===== src/rtl/div_pkg.sv =====
// Shared definitions for the repeated-subtraction divider: FSM state
// encoding and the default operand width.
package div_pkg;

  localparam int DEF_WIDTH = 16;

  // 2'b11 is unused and falls back to IDLE in the next-state logic.
  typedef enum logic [1:0] {
    IDLE = 2'b00,
    ITER = 2'b01,
    DONE = 2'b10
  } state_t;

endpackage


===== src/rtl/div_datapath.sv =====
// Datapath for the repeated-subtraction divider: running remainder R,
// divisor B, count Q, the compare/zero status and the result registers.
module div_datapath
  import div_pkg::*;
#(
  parameter int WIDTH = DEF_WIDTH
) (
  input  logic             clk,
  input  logic             rst_n,
  input  logic             i_ld,
  input  logic             i_sub,
  input  logic             i_ld_out,
  input  logic             i_dz,
  input  logic [WIDTH-1:0] i_dividend,
  input  logic [WIDTH-1:0] i_divisor,
  output logic             o_ge,
  output logic             o_bz,
  output logic [WIDTH-1:0] o_quotient,
  output logic [WIDTH-1:0] o_remainder,
  output logic             o_div_by_zero
);

  logic [WIDTH-1:0] r_r;
  logic [WIDTH-1:0] r_b;
  logic [WIDTH-1:0] r_q;
  logic [WIDTH-1:0] r_quotient;
  logic [WIDTH-1:0] r_remainder;
  logic             r_div_by_zero;
  logic [WIDTH-1:0] w_diff;
  logic [WIDTH-1:0] w_q_inc;

  // Subtraction is only committed when R>=B, and Q is bounded by the
  // dividend, so neither needs a wider result.
  assign w_diff  = r_r - r_b;
  assign w_q_inc = r_q + {{(WIDTH-1){1'b0}}, 1'b1};
  assign o_ge    = (r_r >= r_b);
  assign o_bz    = (r_b == '0);

  // Working registers: load operands on start, step on each subtraction.
  always_ff @(posedge clk or negedge rst_n) begin
    if (!rst_n) begin
      r_r <= '0;
      r_b <= '0;
      r_q <= '0;
    end else if (i_ld) begin
      r_r <= i_dividend;
      r_b <= i_divisor;
      r_q <= '0;
    end else if (i_sub) begin
      r_r <= w_diff;
      r_q <= w_q_inc;
    end
  end

  // Result registers: updated only on the edge that enters DONE, held otherwise.
  always_ff @(posedge clk or negedge rst_n) begin
    if (!rst_n) begin
      r_quotient    <= '0;
      r_remainder   <= '0;
      r_div_by_zero <= 1'b0;
    end else if (i_ld_out) begin
      r_quotient    <= i_dz ? {WIDTH{1'b1}} : r_q;
      r_remainder   <= r_r;
      r_div_by_zero <= i_dz;
    end
  end

  assign o_quotient    = r_quotient;
  assign o_remainder   = r_remainder;
  assign o_div_by_zero = r_div_by_zero;

endmodule


===== src/rtl/div_repeated_sub.sv =====
// Sequential unsigned divider by repeated subtraction. The FSM here drives
// the div_datapath controls; latency is quotient+1 cycles from start.
module div_repeated_sub
  import div_pkg::*;
#(
  parameter int WIDTH = DEF_WIDTH
) (
  input  logic             clk,
  input  logic             rst_n,
  input  logic             start,
  input  logic [WIDTH-1:0] dividend,
  input  logic [WIDTH-1:0] divisor,
  output logic             busy,
  output logic             done,
  output logic [WIDTH-1:0] quotient,
  output logic [WIDTH-1:0] remainder,
  output logic             div_by_zero
);

  state_t r_state;
  state_t w_next;
  logic   w_ld;
  logic   w_sub;
  logic   w_ld_out;
  logic   w_dz;
  logic   w_ge;
  logic   w_bz;

  // State register; reset abandons any operation in flight.
  always_ff @(posedge clk or negedge rst_n) begin
    if (!rst_n) begin
      r_state <= IDLE;
    end else begin
      r_state <= w_next;
    end
  end

  // Next-state and datapath controls; divide-by-zero takes priority over R>=B.
  always_comb begin
    w_next   = IDLE;
    w_ld     = 1'b0;
    w_sub    = 1'b0;
    w_ld_out = 1'b0;
    w_dz     = 1'b0;
    busy     = 1'b0;
    done     = 1'b0;
    case (r_state)
      IDLE: begin
        if (start) begin
          w_ld   = 1'b1;
          w_next = ITER;
        end else begin
          w_next = IDLE;
        end
      end
      ITER: begin
        busy = 1'b1;
        if (w_bz) begin
          w_ld_out = 1'b1;
          w_dz     = 1'b1;
          w_next   = DONE;
        end else if (w_ge) begin
          w_sub  = 1'b1;
          w_next = ITER;
        end else begin
          w_ld_out = 1'b1;
          w_next   = DONE;
        end
      end
      DONE: begin
        done   = 1'b1;
        w_next = IDLE;
      end
      default: begin
        w_next = IDLE;
      end
    endcase
  end

  div_datapath #(
    .WIDTH(WIDTH)
  ) u_dp (
    .clk          (clk),
    .rst_n        (rst_n),
    .i_ld         (w_ld),
    .i_sub        (w_sub),
    .i_ld_out     (w_ld_out),
    .i_dz         (w_dz),
    .i_dividend   (dividend),
    .i_divisor    (divisor),
    .o_ge         (w_ge),
    .o_bz         (w_bz),
    .o_quotient   (quotient),
    .o_remainder  (remainder),
    .o_div_by_zero(div_by_zero)
  );

endmodule


===== config.mk =====
export PLATFORM = sky130hd
export DESIGN_NAME = div_repeated_sub
export DESIGN_NICKNAME = d
export VERILOG_FILES = /design/src/rtl/div_pkg.sv /design/src/rtl/div_datapath.sv /design/src/rtl/div_repeated_sub.sv
export SDC_FILE = /design/constraint.sdc
export NUM_CORES = 1
export LEC_CHECK = 0
export ABC_CLOCK_PERIOD_IN_PS = 2600
export CORE_UTILIZATION = 63
export DETAILED_ROUTE_END_ITERATION = 10
export DONT_BUFFER_PORTS = 1
export HOLD_SLACK_MARGIN = 0.12
export PLACE_DENSITY_LB_ADDON = 0.08
export SYNTH_ARGS = -nofsm -noshare
export SYNTH_HDL_FRONTEND = slang
export SYNTH_SLANG_ARGS = --single-unit

===== constraint.sdc =====
create_clock -name clk -period 2.6 [get_ports clk]
set_input_delay 0.26 -clock clk [delete_from_list [all_inputs] [get_ports clk]]
set_output_delay 0.26 -clock clk [all_outputs]
set_load 0.005 [all_outputs]

* Yosys cells after proc, flatten, opt, wreduce, memory -nomap -nowiden *
Cells that the tools add are included.

storage, ports and cells
  output and inout bits = 35
  input bits = 35
  logic and storage cells = 36
  register bits after elaboration = 83

cells by class
  muxes and demuxes = 21
  $lt $le $gt $ge = 1
  $add $sub $neg = 2
  eq/ne operators = 2
  reductions and logical operators = 3

operator list
  operator                 number
  $mux W16                 5
  $add A16 B1 Y16 const B  1
  $ge A16 B16 Y1           1
  $logic_not A16 Y1        1
  $sub A16 B16 Y16         1
  $mux W1                  13
  $mux W2                  2
  $pmux W2 S2              1
  $eq A2 B1 Y1 const B     1
  $eq A2 B2 Y1 const B     1
  $logic_not A2 Y1         1
  $reduce_bool A2 Y1       1

* Longest topological paths before layout *
  depth after elaboration = 6
  mapped depth = 11
  gate-level depth less buffers = 10

* Hierarchy *
Synthesis repeated with hierarchy kept, for this count alone.

second synthesis, totals
  cell total of the unflattened synthesis = 441
  area total of the unflattened synthesis = 4284.1 µm²

modules (own cells, without submodules)
  module            area each (µm²)  cells each  seq. area each (µm²)  instances
  div_datapath      4159.0           428         2026.9                1
  div_repeated_sub  125.1            13          50.0                  1

* Worst setup path before layout *
No wires, ideal clock.

  path kind = register to register
  start = reg u_dp.r_b[0]
  end = reg u_dp.r_r[12]
  slack = 224 ps
  period minus slack after synthesis = 2376 ps
  setup time = 83 ps
  arrival time = 2294 ps
  buffers on the path = 0
  data required time = 2517 ps
  cell stages (with the launch flop) = 10
  path through = dfrtp_1 -> ha_1 -> fa_1 -> nand2b_1 -> o2bb2ai_1 -> o21a_1 -> o31ai_1 -> a31oi_1 -> xor2_1 -> o21ai_0

between the ends
  word-level cells in the longest chain between the ends = 5
  elaborated cells between the ends (all ways) = 9
  those cells by class = 1 x add/sub; 1 x order compare; 5 x mux; 2 x reduce/logical

RTL lines
  what                                 RTL line                source
  start, declared                      div_datapath.sv:24      logic [WIDTH-1:0] r_b;
  start signal, assigned               div_datapath.sv:47      r_b <= i_divisor;
  $ge A16 B16 Y1                       div_datapath.sv:36      assign o_ge = (r_r >= r_b);
  $mux W1                              div_repeated_sub.sv:62  end else if (w_ge) begin
  $mux W1                              div_repeated_sub.sv:58  if (w_bz) begin
  $mux W1                              div_repeated_sub.sv:47  case (r_state)
  $reduce_bool A2 Y1 (no source line)  --
  end signal, assigned                 div_datapath.sv:46      r_r <= i_dividend;
  end signal, assigned                 div_datapath.sv:50      r_r <= w_diff;
  end, declared                        div_datapath.sv:23      logic [WIDTH-1:0] r_r;

Several ways; a longest one is shown, not always the timed one. The select of a mux whose other input is x is not followed.
A chain may end at the register's enable or synchronous reset.

* Worst setup path in the final report *
  start = reg u_dp.r_b[11]
  end = reg u_dp.r_remainder[0] (netlist: u_dp.o_remainder[0])

between the ends
  word-level cells in the longest chain between the ends = 4
  elaborated cells between the ends (all ways) = 5
  those cells by class = 1 x order compare; 3 x mux; 1 x reduce/logical

RTL lines
  what                  RTL line                source
  $ge A16 B16 Y1        div_datapath.sv:36
  $mux W1               div_repeated_sub.sv:62
  $mux W1 (*)           div_repeated_sub.sv:58
  $mux W1 (*)           div_repeated_sub.sv:47
  end signal, assigned  div_datapath.sv:63      r_remainder <= r_r;
  end, declared         div_datapath.sv:27      logic [WIDTH-1:0] r_remainder;

Every way passes the cells marked *; elsewhere a longest branch is shown, timed or not.

==> results.ini <==
[global_route]
groute.usage.overall_pct = 29.6
antenna_found_initial = 0
grt_pass1_wl_um = 16300
grt_overflow = 0
grt_max_degree = 84
grt_pass1_vias = 3364

[sta]
relSlewSlack_pct = 70.4
fmaxAchievable_mhz = 397
rsz0062_at_grt = no
post-route-period-util_pct = 96.9
hold_viol = 0
period_minus_slack_ps = 2520
final-setup-viol-count = 0
fin_ws_ps = 80.2
slew_violations = 0
holdWs_ps = 361
worst_pin_slew_ps = 440
skew_ps = 14.6

[clock_network]
cts_made_buffers = 9
clock-root-buffer = clkbuf_8
worstSkewPairLatency_ps = 360
tritoncts = yes
htreeDepth = 3
clk_pin_slew_ps = 80
cts_buffer_depth = 2
cts.sinks = 83

[setup_path]
worstPathRequired_ps = 2840
cp_max_fo = 11
critPathCaptureType = register
ff2ff_path_depth = 9
r2r-start = u_dp.r_b[11]
rrSetupSlack_ps = 80
worst_ep_arrival_time_ps = 2760
reg2reg_to = u_dp.o_remainder[0]
cp-start-kind = register
path_class = reg -> reg

[synthesis]
synth_seq_cells = 83
synth_top_area_share_pct = 48.0
yosysSeqAreaShare_pct = 48.0
syn_area_um2 = 4330
synth_top_area_cell = dfrtp_1
async_reset_ff_share_pct = 100
synthFlopType = dfrtp_1
syn_area_per_cell_um2 = 10.2
synth_cell_types = 48
synth_common_cells = dfrtp_1, nand2_1, o21ai_0
syn_nets = 476
netlist_instances = 423
synth_edf_count = 0
synth_warnings = 0
synthTopCellsByArea = dfrtp_1, ha_1, mux2_4
synth_most_common_cell = dfrtp_1

[final_layout]
synthToLayoutAreaGrowth_pct = 17.4
n_antenna_cell = 0
nets = 520
instances_no_fill = 548
n_fill_cell = 415
multi_input_area_um2 = 2090
layout-drive-gt1-share_pct = 14.6
regArea_um2 = 2080

[routing]
drc = 6
dr_wl_met3_um = 566
routed-wl-met2_um = 4640
vias = 3359
wl_per_cell_um = 18.5
drt-pass1-iter-count = 7
vias_per_cell = 6.13
wirelength_um = 10100
drtIter0Drc = 215
ant_nets = 0
routed.top_layer = met4
wl_met1_um = 4700

[min_path]
hold_class = in -> reg
min_to = u_dp.r_q[0]
min-delay-start = start
worstHoldPathCells = 2

[pwr]
pwr-share-comb_pct = 58.4
p_leak_nw = 2.35
p_sw_share_pct = 42.6
p_per_area_nw_per_um2 = 1460
p_int_mw = 4.27
irDropWorstVdd_mv = 0.772
clkPwrFrac_pct = 11.2
p_seq_share_pct = 30.4
p_sw_mw = 3.17

[floorplan]
start_util_pct = 66.7
die_area_um2 = 7210
top_level_ports = 70
core_um2 = 6490
die_h_um = 84.9
die_w_um = 84.9
rows = 29

[placed_design]
globalplace.congestion = 0.891
dp.cells = 493
portBuffers = 0
dp_hpwl_um = 6640
place_ws_ps = -12.2

[outcome]
status = complete, but fails checks
violations = design-rule violations

[job]
drv_cap = 0

[power groups by stage]
| stage | registers, mW | clock network [mW] | logic (mW) |
|---|---|---|---|
| 2_1_floorplan | 2.15 | 0 | 3.14 |
| 3_3_place_gp | 2.26 | 0 | 3.81 |
| 3_5_place_dp | 2.28 | 0 | 3.93 |
| 4_1_cts | 2.26 | 0.834 | 4.05 |
| 5_1_grt | 2.31 | 0.888 | 4.76 |
| 6_report | 2.26 | 0.831 | 4.34 |
[what timing repair did]
action	CTS	global route
cloned	0	1
buffers inserted	1	4
hold buffers	34	0
endpoints found under the hold margin	115	0
endpoints found under the setup margin	6	46
pin swaps	1	4
resized for setup	1	8
[worst max-delay path: stages (launching register included)]
cell and delay, ps:
dfrtp_1 350, inv_1 60, ha_1 350, a21o_1 240, a311oi_2 370, o21a_2 190, nand3_2 100, a21oi_4 220
buf_12 190, mux2_2 350
[cell families after synthesis]
| logic type | after synthesis | synth area share (%) |
|---|---|---|
| AND/OR/NAND/NOR | 141 | 16.1 |
| AO/OA/AOI/OAI | 98 | 15.4 |
| flip-flops | 83 | 48.0 |
| buffers and inverters | 42 | 4.88 |
| XOR/XNOR | 25 | 5.06 |
| adder cells (fa/ha/maj) | 18 | 5.37 |
| multiplexers | 16 | 5.29 |
[layout make-up]
| cell class | count | share of cell area, % |
|---|---|---|
| timing repair buffer | 56 | 11.4 |
| inverter | 19 | 1.40 |
| tap | 77 | 1.90 |
| sequential | 83 | 40.9 |
| clock inverter | 3 | 0.443 |
| multi-input combinational | 298 | 41.1 |
| clock buffer | 12 | 2.86 |
[worst max-delay path by stage]
stage            startpoint             endpoint  cells after the start
6_report       u_dp.r_b[11]  u_dp.o_remainder[0]                      9
3_3_place_gp    u_dp.r_b[0]         u_dp.r_r[12]                      9
2_1_floorplan   u_dp.r_b[0]         u_dp.r_r[12]                      9
3_5_place_dp    u_dp.r_r[0]         u_dp.r_r[12]                     10
5_1_grt        u_dp.r_b[11]  u_dp.o_remainder[0]                      9
4_1_cts         u_dp.r_r[0]          u_dp.r_r[7]                     12
[stage by stage]
step	area, um2	utilization [%]	total power [mW]	setup TNS (ps)
finish	5080	78.3	7.44	0
global route	5080	78.3	7.96	0
CTS	4980	76.7	7.14	0
detailed placement	4450	68.4	6.21	-13.2
global placement	4450	68.4	6.07	0
floorplan	4330	-	5.29	0
[cells in the final DEF (no fill, tap or decap), types with 13 or more instances in the layout]
cell,synthesis,final
a21oi_1,21,21
and3_1,13,13
buf_4,2,17
dfrtp_1,83,83
dlygate4sd3_1,0,33
ha_1,17,17
inv_1,19,19
mux2_4,13,13
nand2_1,47,47
nand3_1,23,23
nand4_1,14,14
nor2_1,22,22
o21ai_0,32,32
o22a_1,16,16
xor2_1,15,15
[flip-flops by register name, summed over array words and instances (netlist names)]
register / cells
u_dp.r_r: 16
u_dp.o_quotient: 16
u_dp.o_div_by_zero: 1
u_dp.r_b: 16
r_state: 2
u_dp.o_remainder: 16
u_dp.r_q: 16
[per-layer routing]
layer	vias up	GRT usage, %
li1	1587	-
met1	1650	41.3
met2	102	46.5
met3	20	4.96
met4	0	12.3
met5	-	0
Power figures use the tool's default switching activity.
